**src/rtl/seg7_pkg.sv**
```systemverilog
// Segment patterns for the BCD scanner, in active-high form {g,f,e,d,c,b,a}.
// Board polarity is applied by the consumer through apply_polarity().
package seg7_pkg;

  typedef logic [6:0] seg_t;

  localparam seg_t SEG_0    = 7'h3F;
  localparam seg_t SEG_1    = 7'h06;
  localparam seg_t SEG_2    = 7'h5B;
  localparam seg_t SEG_3    = 7'h4F;
  localparam seg_t SEG_4    = 7'h66;
  localparam seg_t SEG_5    = 7'h6D;
  localparam seg_t SEG_6    = 7'h7D;
  localparam seg_t SEG_7    = 7'h07;
  localparam seg_t SEG_8    = 7'h7F;
  localparam seg_t SEG_9    = 7'h6F;
  localparam seg_t SEG_DASH = 7'h40;
  localparam seg_t SEG_OFF  = 7'h00;

  function automatic seg_t apply_polarity(input seg_t s, input bit active_low);
    return active_low ? ~s : s;
  endfunction

endpackage

```
**src/rtl/bcd_scan_display_if.sv**
```systemverilog
// Datapath-facing bundle of the BCD scanner: digit input side and 7-seg pin side.
// load is a one-cycle strobe with no backpressure; the scanner accepts it every cycle.
interface bcd_scan_display_if #(
  parameter int NUM_DIGITS = 4
);
  localparam int SW = $clog2(NUM_DIGITS);

  logic                    en;
  logic                    load;
  logic [4*NUM_DIGITS-1:0] digits;
  logic [NUM_DIGITS-1:0]   an;
  logic [6:0]              seg;
  logic [SW-1:0]           digit_sel;
  logic                    frame_done;

  modport master (
    output en, load, digits,
    input  an, seg, digit_sel, frame_done
  );

  modport slave (
    input  en, load, digits,
    output an, seg, digit_sel, frame_done
  );
endinterface

```
**src/rtl/seg7_decoder.sv**
```systemverilog
// Combinational BCD nibble to active-high 7-segment pattern; 10..15 show a dash.
module seg7_decoder
  import seg7_pkg::*;
(
  input  logic [3:0] bcd,
  output seg_t       seg
);

  always_comb begin
    seg = SEG_DASH;
    case (bcd)
      4'd0: seg = SEG_0;
      4'd1: seg = SEG_1;
      4'd2: seg = SEG_2;
      4'd3: seg = SEG_3;
      4'd4: seg = SEG_4;
      4'd5: seg = SEG_5;
      4'd6: seg = SEG_6;
      4'd7: seg = SEG_7;
      4'd8: seg = SEG_8;
      4'd9: seg = SEG_9;
      default: seg = SEG_DASH;
    endcase
  end

endmodule

```
**src/rtl/bcd_scan_display.sv**
```systemverilog
// N-digit time-multiplexed BCD scanner with double-buffered digits and registered pin drive.
// Optional LEADING_ZERO_BLANK_EN: blank anodes above the most significant nonzero digit.
module bcd_scan_display
  import seg7_pkg::*;
#(
  parameter int NUM_DIGITS   = 4,
  parameter int REFRESH_DIV  = 100000,
  parameter int BLANK_CYCLES = 0,
  parameter int ACTIVE_LOW   = 1
) (
  input logic               clk,
  input logic               reset,
  bcd_scan_display_if.slave bus
);

  localparam int PW = $clog2(REFRESH_DIV);
  localparam int SW = $clog2(NUM_DIGITS);
  localparam bit AL = (ACTIVE_LOW != 0);
  localparam logic [PW-1:0] PRESC_LAST = PW'(REFRESH_DIV - 1);
  localparam logic [SW-1:0] IDX_LAST   = SW'(NUM_DIGITS - 1);
  localparam logic [NUM_DIGITS-1:0] AN_OFF = AL ? '1 : '0;

  logic [PW-1:0]           presc;
  logic [SW-1:0]           idx;
  logic [4*NUM_DIGITS-1:0] pending;
  logic [4*NUM_DIGITS-1:0] display;
  logic [NUM_DIGITS-1:0]   an_q;
  seg_t                    seg_q;
  logic [SW-1:0]           sel_q;
  logic                    frame_done_q;

  logic                    slot_end;
  logic                    boundary;
  logic                    blank;
  logic                    lz_show;
  logic                    drive;
  logic [3:0]              cur_digit;
  seg_t                    dec_seg;
  logic [NUM_DIGITS-1:0]   onehot;

  assign slot_end  = bus.en && (presc == PRESC_LAST);
  assign boundary  = slot_end && (idx == IDX_LAST);
  assign blank     = int'(presc) < BLANK_CYCLES;
  assign cur_digit = display[{idx, 2'b00} +: 4];
  assign onehot    = NUM_DIGITS'(1) << idx;

`ifdef LEADING_ZERO_BLANK_EN
  logic [SW-1:0] msd;

  // Digit 0 is always shown, so the search starts at digit 1.
  always_comb begin
    msd = '0;
    for (int i = 1; i < NUM_DIGITS; i++) begin
      if (display[4*i +: 4] != 4'd0) msd = SW'(i);
    end
  end

  assign lz_show = (idx <= msd);
`else
  assign lz_show = 1'b1;
`endif

  assign drive = bus.en && !blank && lz_show;

  seg7_decoder u_decoder (
    .bcd (cur_digit),
    .seg (dec_seg)
  );

  always_ff @(posedge clk or posedge reset) begin
    if (reset) begin
      presc        <= '0;
      idx          <= '0;
      pending      <= '0;
      display      <= '0;
      an_q         <= AN_OFF;
      seg_q        <= apply_polarity(SEG_OFF, AL);
      sel_q        <= '0;
      frame_done_q <= 1'b0;
    end else begin
      if (bus.load) pending <= bus.digits;

      if (slot_end) begin
        presc <= '0;
        idx   <= (idx == IDX_LAST) ? '0 : idx + 1'b1;
      end else if (bus.en) begin
        presc <= presc + 1'b1;
      end

      // Display only changes between frames; a load on the boundary goes straight through.
      if (boundary) display <= bus.load ? bus.digits : pending;

      frame_done_q <= boundary;
      sel_q        <= idx;
      seg_q        <= apply_polarity(dec_seg, AL);
      an_q         <= drive ? (AL ? ~onehot : onehot) : AN_OFF;
    end
  end

  assign bus.an         = an_q;
  assign bus.seg        = seg_q;
  assign bus.digit_sel  = sel_q;
  assign bus.frame_done = frame_done_q;

endmodule

```
**src/flat_wrapper.sv**
```systemverilog
// flat-port wrapper written by rule: the top's interface ports become plain ports
module bcd_scan_display_flat import seg7_pkg::*;
#(
  parameter int NUM_DIGITS   = 4,
  parameter int REFRESH_DIV  = 100000,
  parameter int BLANK_CYCLES = 0,
  parameter int ACTIVE_LOW   = 1
)
  (clk, reset, bus_en, bus_load, bus_digits, bus_an, bus_seg, bus_digit_sel, bus_frame_done);
  bcd_scan_display_if #(.NUM_DIGITS(NUM_DIGITS)) bus_i ();
  input logic clk;
  input logic reset;
  input wire logic [$bits(bus_i.en)-1:0] bus_en;
  input wire logic [$bits(bus_i.load)-1:0] bus_load;
  input wire logic [$bits(bus_i.digits)-1:0] bus_digits;
  output wire logic [$bits(bus_i.an)-1:0] bus_an;
  output wire logic [$bits(bus_i.seg)-1:0] bus_seg;
  output wire logic [$bits(bus_i.digit_sel)-1:0] bus_digit_sel;
  output wire logic [$bits(bus_i.frame_done)-1:0] bus_frame_done;
  assign bus_i.en = bus_en;
  assign bus_i.load = bus_load;
  assign bus_i.digits = bus_digits;
  assign bus_an = bus_i.an;
  assign bus_seg = bus_i.seg;
  assign bus_digit_sel = bus_i.digit_sel;
  assign bus_frame_done = bus_i.frame_done;
  bcd_scan_display #(.NUM_DIGITS(NUM_DIGITS), .REFRESH_DIV(REFRESH_DIV), .BLANK_CYCLES(BLANK_CYCLES), .ACTIVE_LOW(ACTIVE_LOW)) u_core (.clk(clk), .reset(reset), .bus(bus_i));
endmodule
```
**config.mk**
```make
export PLATFORM = sky130hd
export DESIGN_NAME = bcd_scan_display_flat
export DESIGN_NICKNAME = d
export VERILOG_FILES = /design/src/rtl/seg7_pkg.sv /design/src/rtl/bcd_scan_display_if.sv /design/src/rtl/seg7_decoder.sv /design/src/rtl/bcd_scan_display.sv /design/src/flat_wrapper.sv
export SDC_FILE = /design/constraint.sdc
export NUM_CORES = 1
export LEC_CHECK = 0
export BUFFER_PORTS_ARGS = -buffer_cell sky130_fd_sc_hd__buf_2
export CAP_MARGIN = 0
export CELL_PAD_IN_SITES_DETAIL_PLACEMENT = 1
export CELL_PAD_IN_SITES_GLOBAL_PLACEMENT = 2
export CORE_ASPECT_RATIO = 0.5
export CORE_UTILIZATION = 40
export CTS_CLUSTER_SIZE = 40
export DETAILED_ROUTE_END_ITERATION = 8
export PLACE_DENSITY = 0.78
export SLEW_MARGIN = 0
export SYNTH_ARGS = -nofsm -noshare
export SYNTH_HDL_FRONTEND = slang
export SYNTH_SLANG_ARGS = --single-unit
```
**constraint.sdc**
```tcl
create_clock -name clk -period 2.85 [get_ports clk]
set_clock_uncertainty 0.15 [all_clocks]
set_input_delay 0.4275 -clock clk [delete_from_list [all_inputs] [get_ports clk]]
set_output_delay 0.4275 -clock clk [all_outputs]
set_load 0.02 [all_outputs]
```
## Word level (Yosys, flattened, before mapping)

Memories as Yosys holds them, arrays and structs flattened.
Index checks and enable logic that the tools add are counted.

- Register bits after elaboration: 65
- Memory bits (read-only): 112
- Bits of input ports: 20
- Output and inout port bits: 14
- Logic and storage cells: 25
- Memories: 1

- Add/sub/neg operators: 2
- Eq/ne operators: 2
- Shift operators: 2
- Multiplexer cells: 5
- Bitwise operators: 2
- Reduce and logical (&&, ||, !) cells: 3

Memories:

| name | depth | bits a word | read ports | clocked after memory_dff | wr ports | line | source |
|---|---|---|---|---|---|---|---|
| (name not given) | 16 | 7 | 1 | 0 | 0 | seg7_decoder.sv:11 | `case (bcd)` |

Operators with widths:

| operator | number |
|---|---|
| $mux W17 | 2 |
| $add A17 B1 Y17 const B | 1 |
| $eq A17 B17 Y1 const B | 1 |
| $mux W16 | 1 |
| $shiftx A16 B5 Y4 | 1 |
| $not A7 Y7 | 1 |
| $mux W4 | 1 |
| $not A4 Y4 | 1 |
| $shl A1 B2 Y4 const A | 1 |
| $add A2 B1 Y2 const B | 1 |
| $eq A2 B2 Y1 const B | 1 |
| $logic_and A1 B1 Y1 | 2 |
| $mux W2 | 1 |
| $reduce_bool A2 Y1 | 1 |

## Longest topological paths before layout

Gate-level depths: netlist (run 1).

- Word-level depth: 3
- Gate-level depth with buffers: 7
- Mapped depth without buffers: 5

## Hierarchy

A second synthesis (run 1) with hierarchy kept.

- Cell total of the unflattened synthesis: 225
- Area total of the unflattened synthesis: 2942.8 um^2

By module, submodules not included:

| module | instances | cells each | area an instance (um^2) | sequential area each (um^2) |
|---|---|---|---|---|
| bcd_scan_display | 1 | 196 | 2717.6 | 1640.3 |
| seg7_decoder | 1 | 29 | 225.2 | 0.0 |

## Worst setup path after synthesis (run 1)

OpenSTA, ideal clock, no wires.

- Kind: reg2reg
- Start: reg u_core.presc[5]
- End: reg u_core.display[0]
- Library setup time: 127 ps
- Arrival: 1770 ps
- Required time: 2573 ps
- Slack: 803 ps
- Stages on the path, launching flop included: 6
- Path buffers: 1
- Clock period less this slack: 2047 ps
- Cells stage by stage: dfrtp_1 -> or4b_1 -> nand3b_4 -> nor2_8 -> buf_6 -> mux2_1

- Longest elaborated chain between the ends: 3

RTL lines:

| item | line | source |
|---|---|---|
| start, declared | bcd_scan_display.sv:23 | `logic [PW-1:0] presc;` |
| start signal, assigned | bcd_scan_display.sv:87 | `presc <= presc + 1'b1;` |
| $eq A17 B17 Y1 | bcd_scan_display.sv:41 | `assign slot_end = bus.en && (presc == PRESC_LAST);` |
| $logic_and A1 B1 Y1 | bcd_scan_display.sv:41 |  |
| $logic_and A1 B1 Y1 | bcd_scan_display.sv:42 | `assign boundary = slot_end && (idx == IDX_LAST);` |
| end signal, assigned | bcd_scan_display.sv:91 | `if (boundary) display <= bus.load ? bus.digits : pending;` |
| end, declared | bcd_scan_display.sv:26 | `logic [4*NUM_DIGITS-1:0] display;` |

No other way between the ends.
A chain may end at the register's enable or synchronous reset.

## Worst setup path in the final report (run 1)

- Start: reg u_core.presc[5]
- End: reg u_core.display[14]

Same word-level chain as after synthesis.

==> impl_metrics.ini, run 1 <==
[final_layout]
drive_above_1_share_pct = 32.9
nets = 280
num_antenna_cells = 0
fill_cells = 710
final_core_util_pct = 49.7
synthToLayoutAreaGrowth_pct = 19.2

[grt]
globalRouteTotalUtil_pct = 16.5
antenna_found_initial = 0
grt-ovfl-total = 0
grt_start_max_net_pins = 66
grt_pass1_vias = 1756
grt_pass1_wl_um = 8660

[worst_setup_path]
r2r_cells = 4
worstPathBufferInverterCount = 0
worstReg2RegStart = u_core.presc[5]
worst_setup_path_end_kind = flop
max_stage_delay_ns = 0.59
worst-path-max-fanout = 16
crit_start = u_core.presc[5]
path_delay_family = simple AND/OR/NAND/NOR gates
cp_cell_sequence = or4b_1 -> nand3b_4 -> nor2_8 -> mux2_1
critical_path_class = flop to flop
arrival_ns = 2.23
r2r_setup_slack_ns = 0.68
cpMaxStageDelayCell = or4b_1
cp.required_ns = 2.90
critPathLaunchType = flop
r2r_end = u_core.display[14]

[place]
portBuffers = 33
place.gp.congestion = 0.760
dp_hpwl_um = 3550

[timing]
holdWs_ns = 0.190
finalHoldViolCount = 0
period_needed_ns = 2.17
slew_headroom_pct = 46.9
setup_viol = 0
rsz0062_at_grt = false
period_share_pct = 76.3
final.setup.tns_ns = 0
drv_slew = 0
timing.fmax_mhz = 460
tightest_slew_ns = 0.796

[yosys]
synth_area_leader_cell = dfrtp_1
synth_top_flop_cell = dfrtp_1
synthesis.area_mm2 = 0.00282
synth-seq-cells = 65
synth_edf_count = 0
syn_inst = 212
synth_common_cells = 54 x dfrtp_1, 19 x nand2_1, 18 x mux2_2, 16 x mux2_1, 11 x dfstp_2
ys_warn_count = 0
synth_most_common_cell = dfrtp_1
synth.yosys.seq_area_share_pct = 58.2
async_flop_share_pct = 100
postSynthAreaPerCell_um2 = 13.3
synth.top_cells.by_area = dfrtp_1 48%, dfstp_2 10%, mux2_2 7.2%
syn-num-nets = 242
synth.distinct_cells = 32
netlist.area_leader.share_pct = 48.0

[power_and_ir_drop]
power_frac_clock_pct = 47.7
p_sw_share_pct = 21.7
finalPower_uw = 2230
netSwitchingPower_uw = 484
leakagePower_uw = 0.00162
power_density_mw_per_mm2 = 664
combPwrFrac_pct = 5.8
seqPwrFrac_pct = 46.5
vdd_drop_max_mv = 0.224
p_int_uw = 1750

[clock_tree]
cts.sinks = 65
tritoncts = built
post_cts_buffers = 0
clock_path_buffers = 2
clockRootBuffer = clkbuf_16
clk_pin_slew_ns = 0.05
numCtsBuffers = 9
cts_resized = 0
clock_latency_ns = 0.33
cts_hold_buf = 0
htreeDepth = 3

[routing]
drc_errors = 0
vias_per_cell = 4.87
initialDrtViolationCount = 51
finalWirelength_um = 5220
wl_per_cell_um = 15.0
ant_nets = 0
vias = 1690
first_pass_iters = 4

[floorplanning]
die_h_um = 61.4
core_area_mm2 = 0.00675
dieArea_mm2 = 0.00740
io_pins = 34
rows = 21
die_width_um = 121
start_util_pct = 41.7

[status]
status = completed

[hold_path]
hp-class = input pin to async pin

[flow_run]
maxCapViolations = 0
==> tightest hold or removal path, cell delays in order <==
cell   delay [ns]
buf_2        0.10
inv_2        0.03
buf_4        0.62
==> logic make-up after synthesis <==
family                   Yosys count  share of synthesized area, %
AO/OA/AOI/OAI                     10                          1.91
XOR/XNOR                          13                          4.04
adder cells (fa/ha/maj)           10                          4.44
buffers and inverters             16                          2.62
flip-flops                        65                          58.2
multiplexers                      38                          16.8
AND/OR/NAND/NOR                   60                          12.0
==> how the worst max path moves through the flow <==
stage / endpoint / slack [ns] / cells past startpoint
floorplan: u_core.bus.digit_sel[0] / 0.66 / 1
CTS: u_core.display[14] / 0.65 / 4
detailed placement: u_core.display[12] / 0.63 / 5
finish: u_core.display[14] / 0.68 / 4
global route: u_core.display[14] / 0.54 / 4
global placement: u_core.display[12] / 0.71 / 5
==> layout by cell type (no fill, tap or decap), types with 4 or more instances in the layout <==
| master | netlist | layout |
|---|---|---|
| xnor2_1 | 5 | 5 |
| inv_1 | 8 | 7 |
| buf_2 | 2 | 33 |
| o21ai_0 | 4 | 4 |
| dfrtp_1 | 54 | 54 |
| dfstp_2 | 11 | 11 |
| clkbuf_16 | 0 | 9 |
| nand4_1 | 4 | 4 |
| nand2_1 | 19 | 19 |
| a21oi_1 | 4 | 4 |
| nand3_1 | 6 | 6 |
| mux4_2 | 4 | 4 |
| and4_1 | 4 | 4 |
| mux2_2 | 18 | 18 |
| ha_1 | 10 | 10 |
| xor2_1 | 8 | 8 |
| mux2_1 | 16 | 16 |
| nor2_1 | 10 | 10 |
==> cell type report <==
type | count | area (um^2) | share of cell area (%)
inverter | 8 | 30.0 | 0.894
tap | 92 | 115 | 3.43
clock inverter | 3 | 40.0 | 1.19
timing repair buffer | 35 | 180 | 5.36
sequential | 65 | 1640 | 48.8
multi-input combinational | 131 | 1100 | 32.8
clock buffer | 13 | 250 | 7.45
==> registers in the layout, summed over array words and instances, names as in the netlist <==
register	count
u_core.bus.seg	7
u_core.bus.an	4
u_core.idx	2
u_core.presc	17
u_core.bus.digit_sel	2
u_core.display	16
u_core.bus.frame_done	1
u_core.pending	16
==> layer usage <==
metal | vias up | global-route usage (%) | part of all wire [%]
li1 | 801 | - | -
met1 | 851 | 19.4 | 44
met2 | 27 | 27.8 | 50
met3 | 11 | 6.39 | 4.2
met4 | 0 | 7.94 | 1.5
met5 | - | 0 | 0
==> metrics by stage <==
stage / area, um^2 / instances / worst slack [ns]
6_report: 3360 / 347 / 0.675
5_1_grt: 3360 / 347 / 0.539
4_1_cts: 3360 / 347 / 0.652
3_5_place_dp: 3070 / 331 / 0.631
3_3_place_gp: 3070 / 331 / 0.706
2_1_floorplan: 2820 / 212 / 0.664
==> power groups by stage <==
stage / combinational [uW] / sequential (uW) / clock (uW)
floorplan: 97.8 / 1040 / 0
global placement: 127 / 1050 / 0
detailed placement: 133 / 1050 / 0
CTS: 134 / 1040 / 1100
global route: 151 / 1050 / 1150
finish: 129 / 1040 / 1060
No activity file was read; power rests on OpenSTA's default activity.
==> run 2: changes to the inputs <==
clock period = 2.2 ns   (was 2.85 ns; I/O delays follow)
==> run 2 against run 1 <==
  * Sequential share of layout area fell by 1.5 points
  * Flip-flop and latch count did not move
  * Global-route usage increased by 0.56 points
  * Hold slack lost 0.085 ns
  * Total power increased by 31%
  * Largest cell class unchanged
==> impl_metrics.ini, run 2 (synthesis results as in run 1) <==
[place]
dp_hpwl_um = 3710
portBuffers = 33
dp_cells = 338
place.gp.congestion = 0.780
dpl-instance-area_mm2 = 0.00313

[timing]
finalHoldViolCount = 0
period_share_pct = 93.4
rsz0062_at_grt = false
period_needed_ns = 2.05
drv_slew = 0
timing.fmax_mhz = 487
slew_headroom_pct = 75.5
tightest_slew_ns = 0.364
setup_viol = 0
final.setup.tns_ns = 0

[power_and_ir_drop]
vdd_drop_max_mv = 0.386
leakagePower_uw = 0.00169
power_density_mw_per_mm2 = 840

[worst_setup_path]
critPathLaunchType = flop
r2r_setup_slack_ns = 0.15
r2r_end = u_core.display[12]
arrival_ns = 2.11
cp.required_ns = 2.26
r2r_cells = 5
critical_path_class = flop to flop
worstReg2RegStart = u_core.presc[5]
worst_setup_path_end_kind = flop
worst-path-max-fanout = 12

[clock_tree]
clock_latency_ns = 0.32
cts.sinks = 65
numCtsBuffers = 9
cts_resized = 0
clock_path_buffers = 2
clk_pin_slew_ns = 0.05
clockRootBuffer = clkbuf_16
htreeDepth = 3
tritoncts = built

[status]
status = completed

[final_layout]
final_cells = 356
num_antenna_cells = 0
synthToLayoutAreaGrowth_pct = 23.1
drive_above_1_share_pct = 35.6
final_area_mm2 = 0.00347
largest_reg_flops = 17
top_regs = u_core.presc: 17 flops, u_core.display: 16 flops, u_core.pending: 16 flops
final_cell_mix = 54 x dfrtp_1, 33 x buf_2, 19 x nand2_1, 18 x mux2_2, 16 x mux2_1
regMostFlops = u_core.presc
nets = 290
layout_commonest_cell = dfrtp_1

[routing]
vias_per_cell = 4.86
first_pass_iters = 3
wl_per_cell_um = 14.8
drc_errors = 0
vias = 1731
finalWirelength_um = 5280
ant_nets = 0
initialDrtViolationCount = 68

[grt]
antenna_found_initial = 0
globalRouteTotalUtil_pct = 17.1
grt-ovfl-total = 0
grt_pass1_vias = 1872
grt_pass1_wl_um = 9150
grt_start_max_net_pins = 66

[floorplanning]
core_area_mm2 = 0.00675
die_h_um = 61.4
die_width_um = 121
start_util_pct = 41.7
rows = 21
dieArea_mm2 = 0.00740
io_pins = 34

[hold_path]
hp-start = bus_digits[4]
hold_path_depth = 2
hp-class = input pin to flop
min_to = u_core.pending[4]

[flow_run]
maxCapViolations = 0
==> run 2: cell count changes in the layout (fill, tap and decap cells not counted) <==
cell / delta
dlygate4sd3_1: +1
buf_12: +2
buf_4: +7
clkbuf_1: -2
clkbuf_8: +1
==> run 2: worst max path at each step <==
stage                               start                       to  slack, ns  depth (start not counted)
final                     u_core.presc[5]       u_core.display[12]       0.15                          5
after global routing      u_core.presc[5]       u_core.display[15]       0.04                          5
after CTS                 u_core.presc[5]       u_core.display[12]       0.05                          4
after detailed placement  u_core.presc[5]        u_core.display[8]       0.08                          4
after global placement    u_core.presc[5]       u_core.display[12]       0.13                          4
after floorplan                     reset  u_core.bus.digit_sel[0]       0.11                          1
==> run 2: worst max-delay path, stage by stage, from the launching register on <==
cell and delay, ns:
dfrtp_1 0.42, or4b_1 0.56, nand3b_4 0.21, nor2_8 0.11, buf_12 0.14, mux2_2 0.33
==> run 2: power breakdown <==
part	internal, uW	switching [uW]	total (uW)	leakage (uW)
registers	1280	66.0	1340	0.000823
logic	88.5	85.8	174	0.000717
clock network	927	469	1400	0.000148
==> run 2: stage by stage <==
step	hold slack [ns]	setup WS [ns]	utilization, %	power, uW
after detailed placement	0.278	0.0808	46.4	1540
after global routing	0.101	0.0404	51.4	3040
final	0.104	0.146	51.4	2910
after floorplan	0.251	0.112	-	1470
after global placement	0.270	0.133	46.4	1530
after CTS	0.0943	0.0479	51.0	2960
==> run 2: area by class of cell <==
class | instances | area, um^2
Multi-Input combinational cell | 131 | 1100
Sequential cell | 65 | 1640
Clock buffer | 12 | 256
Inverter | 8 | 30.0
Tap cell | 92 | 115
Fill cell | 703 | 3280
Timing Repair Buffer | 45 | 283
Clock inverter | 3 | 40.0
==> run 2: what timing repair did <==
action | 4_1_cts | 5_1_grt
hold buffers | 1 | 0
setup buffers | 0 | 2
setup endpoints to repair | 0 | 16
hold endpoints to repair | 54 | 0
==> run 2: metal layers <==
layer | vias up | share of wire (%) | wire (um) | track usage [%]
met5 | - | 0 | 0 | 0
met4 | 0 | 1.6 | 84 | 7.94
met3 | 8 | 3.5 | 186 | 6.11
met2 | 24 | 52 | 2760 | 31.7
met1 | 876 | 43 | 2240 | 18.2
li1 | 823 | - | - | -
==> run 3: changes to the inputs <==
CORE_UTILIZATION = 30   (was 40)
PLACE_DENSITY = 0.61   (was 0.78)
==> run 3 against run 2 <==
  * Total power fell by 0.58%
  * Sequential share of layout area did not move
  * Register-to-register slack got worse by 0.05 ns
  * Count of clock-buffer cells in the layout rose by 1
  * Routed wire length rose by 0.30%
  * Fmax fell by 2.2%
  * Flip-flop and latch count did not move
  * Critical endpoint unchanged
==> impl_metrics.ini, run 3 (synthesis results as in run 1) <==
[clock_tree]
clock_latency_ns = 0.32
post_cts_buffers = 0
cts.sinks = 65
numCtsBuffers = 9
htreeDepth = 3
clk_pin_slew_ns = 0.05
clockRootBuffer = clkbuf_16
clock_path_buffers = 2
tritoncts = built

[place]
dp_hpwl_um = 3790
portBuffers = 33
pre_cts_ws_ns = 0.0707
place.gp.congestion = 0.670
dpl-instance-area_mm2 = 0.00317

[floorplanning]
io_pins = 34
dieArea_mm2 = 0.00981
die_width_um = 139
rows = 24
start_util_pct = 31.6
core_area_mm2 = 0.00892
die_h_um = 70.5

[timing]
worst_slack_ns = 0.100
setup_viol = 0
period_share_pct = 95.4
drv_slew = 0
holdWs_ns = 0.0978
slew_headroom_pct = 75.3
finalHoldViolCount = 0
tightest_slew_ns = 0.370
timing.fmax_mhz = 476
rsz0062_at_grt = false
final.setup.tns_ns = 0
period_needed_ns = 2.10

[power_and_ir_drop]
finalPower_uw = 2900
power_frac_clock_pct = 47.7
p_sw_share_pct = 21.6
p_int_uw = 2270
leakagePower_uw = 0.00167
vdd_drop_max_mv = 0.333
combPwrFrac_pct = 6.1
power_density_mw_per_mm2 = 835
netSwitchingPower_uw = 627
seqPwrFrac_pct = 46.3

[grt]
grt_pass1_vias = 1927
grt_pass1_wl_um = 9340
grt-ovfl-total = 0
grt_start_max_net_pins = 66
globalRouteTotalUtil_pct = 12.6
antenna_found_initial = 0

[routing]
drc_errors = 0
vias_per_cell = 4.46
vias = 1696
finalWirelength_um = 5290
ant_nets = 0
wl_per_cell_um = 13.9
initialDrtViolationCount = 26
first_pass_iters = 6

[final_layout]
layout_commonest_cell = dfrtp_1
final_cell_mix = 54 x dfrtp_1, 33 x buf_2, 19 x nand2_1, 18 x mux2_2, 16 x mux2_1
synthToLayoutAreaGrowth_pct = 23.1
drive_above_1_share_pct = 35.0
top_regs = u_core.presc: 17 flops, u_core.display: 16 flops, u_core.pending: 16 flops
regMostFlops = u_core.presc
num_antenna_cells = 0
final_area_mm2 = 0.00347
nets = 288
largest_reg_flops = 17

[worst_setup_path]
r2r_cells = 4
arrival_ns = 2.16
worst-path-max-fanout = 16
crit_start = u_core.presc[5]
cp.required_ns = 2.26
r2r_setup_slack_ns = 0.10
worstReg2RegStart = u_core.presc[5]
r2r_end = u_core.display[12]
critical_path_class = flop to flop
endpoint = u_core.display[12]
worst_setup_path_end_kind = flop
critPathLaunchType = flop

[status]
status = completed

[flow_run]
maxCapViolations = 0

[hold_path]
hp-class = input pin to flop
==> run 3: metrics by stage <==
step           cells  utilization (%)
2_1_floorplan    212                -
3_3_place_gp     363             35.5
3_5_place_dp     363             35.5
4_1_cts          380             38.9
5_1_grt          380             38.9
6_report         380             38.9
==> run 3: layout make-up <==
cell class,count,area [um^2]
Multi-Input combinational cell,131,1110
Fill cell,951,5450
Clock buffer,13,250
Clock inverter,3,40.0
Tap cell,117,146
Sequential cell,65,1640
Inverter,8,30.0
Timing Repair Buffer,43,255
==> run 3: worst max-delay path, cell delays in order, from the launching register on <==
cell,delay [ns]
dfrtp_1,0.42
or4b_1,0.56
nand3b_4,0.21
nor2_8,0.26
mux2_2,0.37
==> run 3: timing repair <==
| action | 4_1_cts | 5_1_grt |
|---|---|---|
| gates resized for setup | 0 | 1 |
| hold endpoints to repair | 54 | 0 |
| setup endpoints to repair | 0 | 5 |
| hold buffers | 1 | 0 |
==> run 3: worst min path at each step <==
stage,start,end,cells past startpoint
after floorplan,u_core.idx[0],u_core.bus.digit_sel[0],0
after global placement,reset,u_core.presc[0],3
after detailed placement,reset,u_core.bus.digit_sel[0],3
after CTS,bus_digits[8],u_core.pending[8],2
after global routing,bus_digits[12],u_core.pending[12],2
final,bus_digits[8],u_core.pending[8],2
==> run 3: power groups by stage <==
stage | Clock, uW | Sequential [uW] | Combinational, uW
2_1_floorplan | 0 | 1340 | 127
3_3_place_gp | 0 | 1360 | 174
3_5_place_dp | 0 | 1360 | 181
4_1_cts | 1420 | 1340 | 184
5_1_grt | 1490 | 1350 | 205
6_report | 1380 | 1340 | 176
==> run 3: routing by layer <==
layer	GRT usage (%)	routed length, um	vias to the layer above
met1	14.7	2440	843
met3	5.15	199	9
li1	-	-	817
met4	5.56	97	0
met5	0	0	-
met2	20.8	2560	27
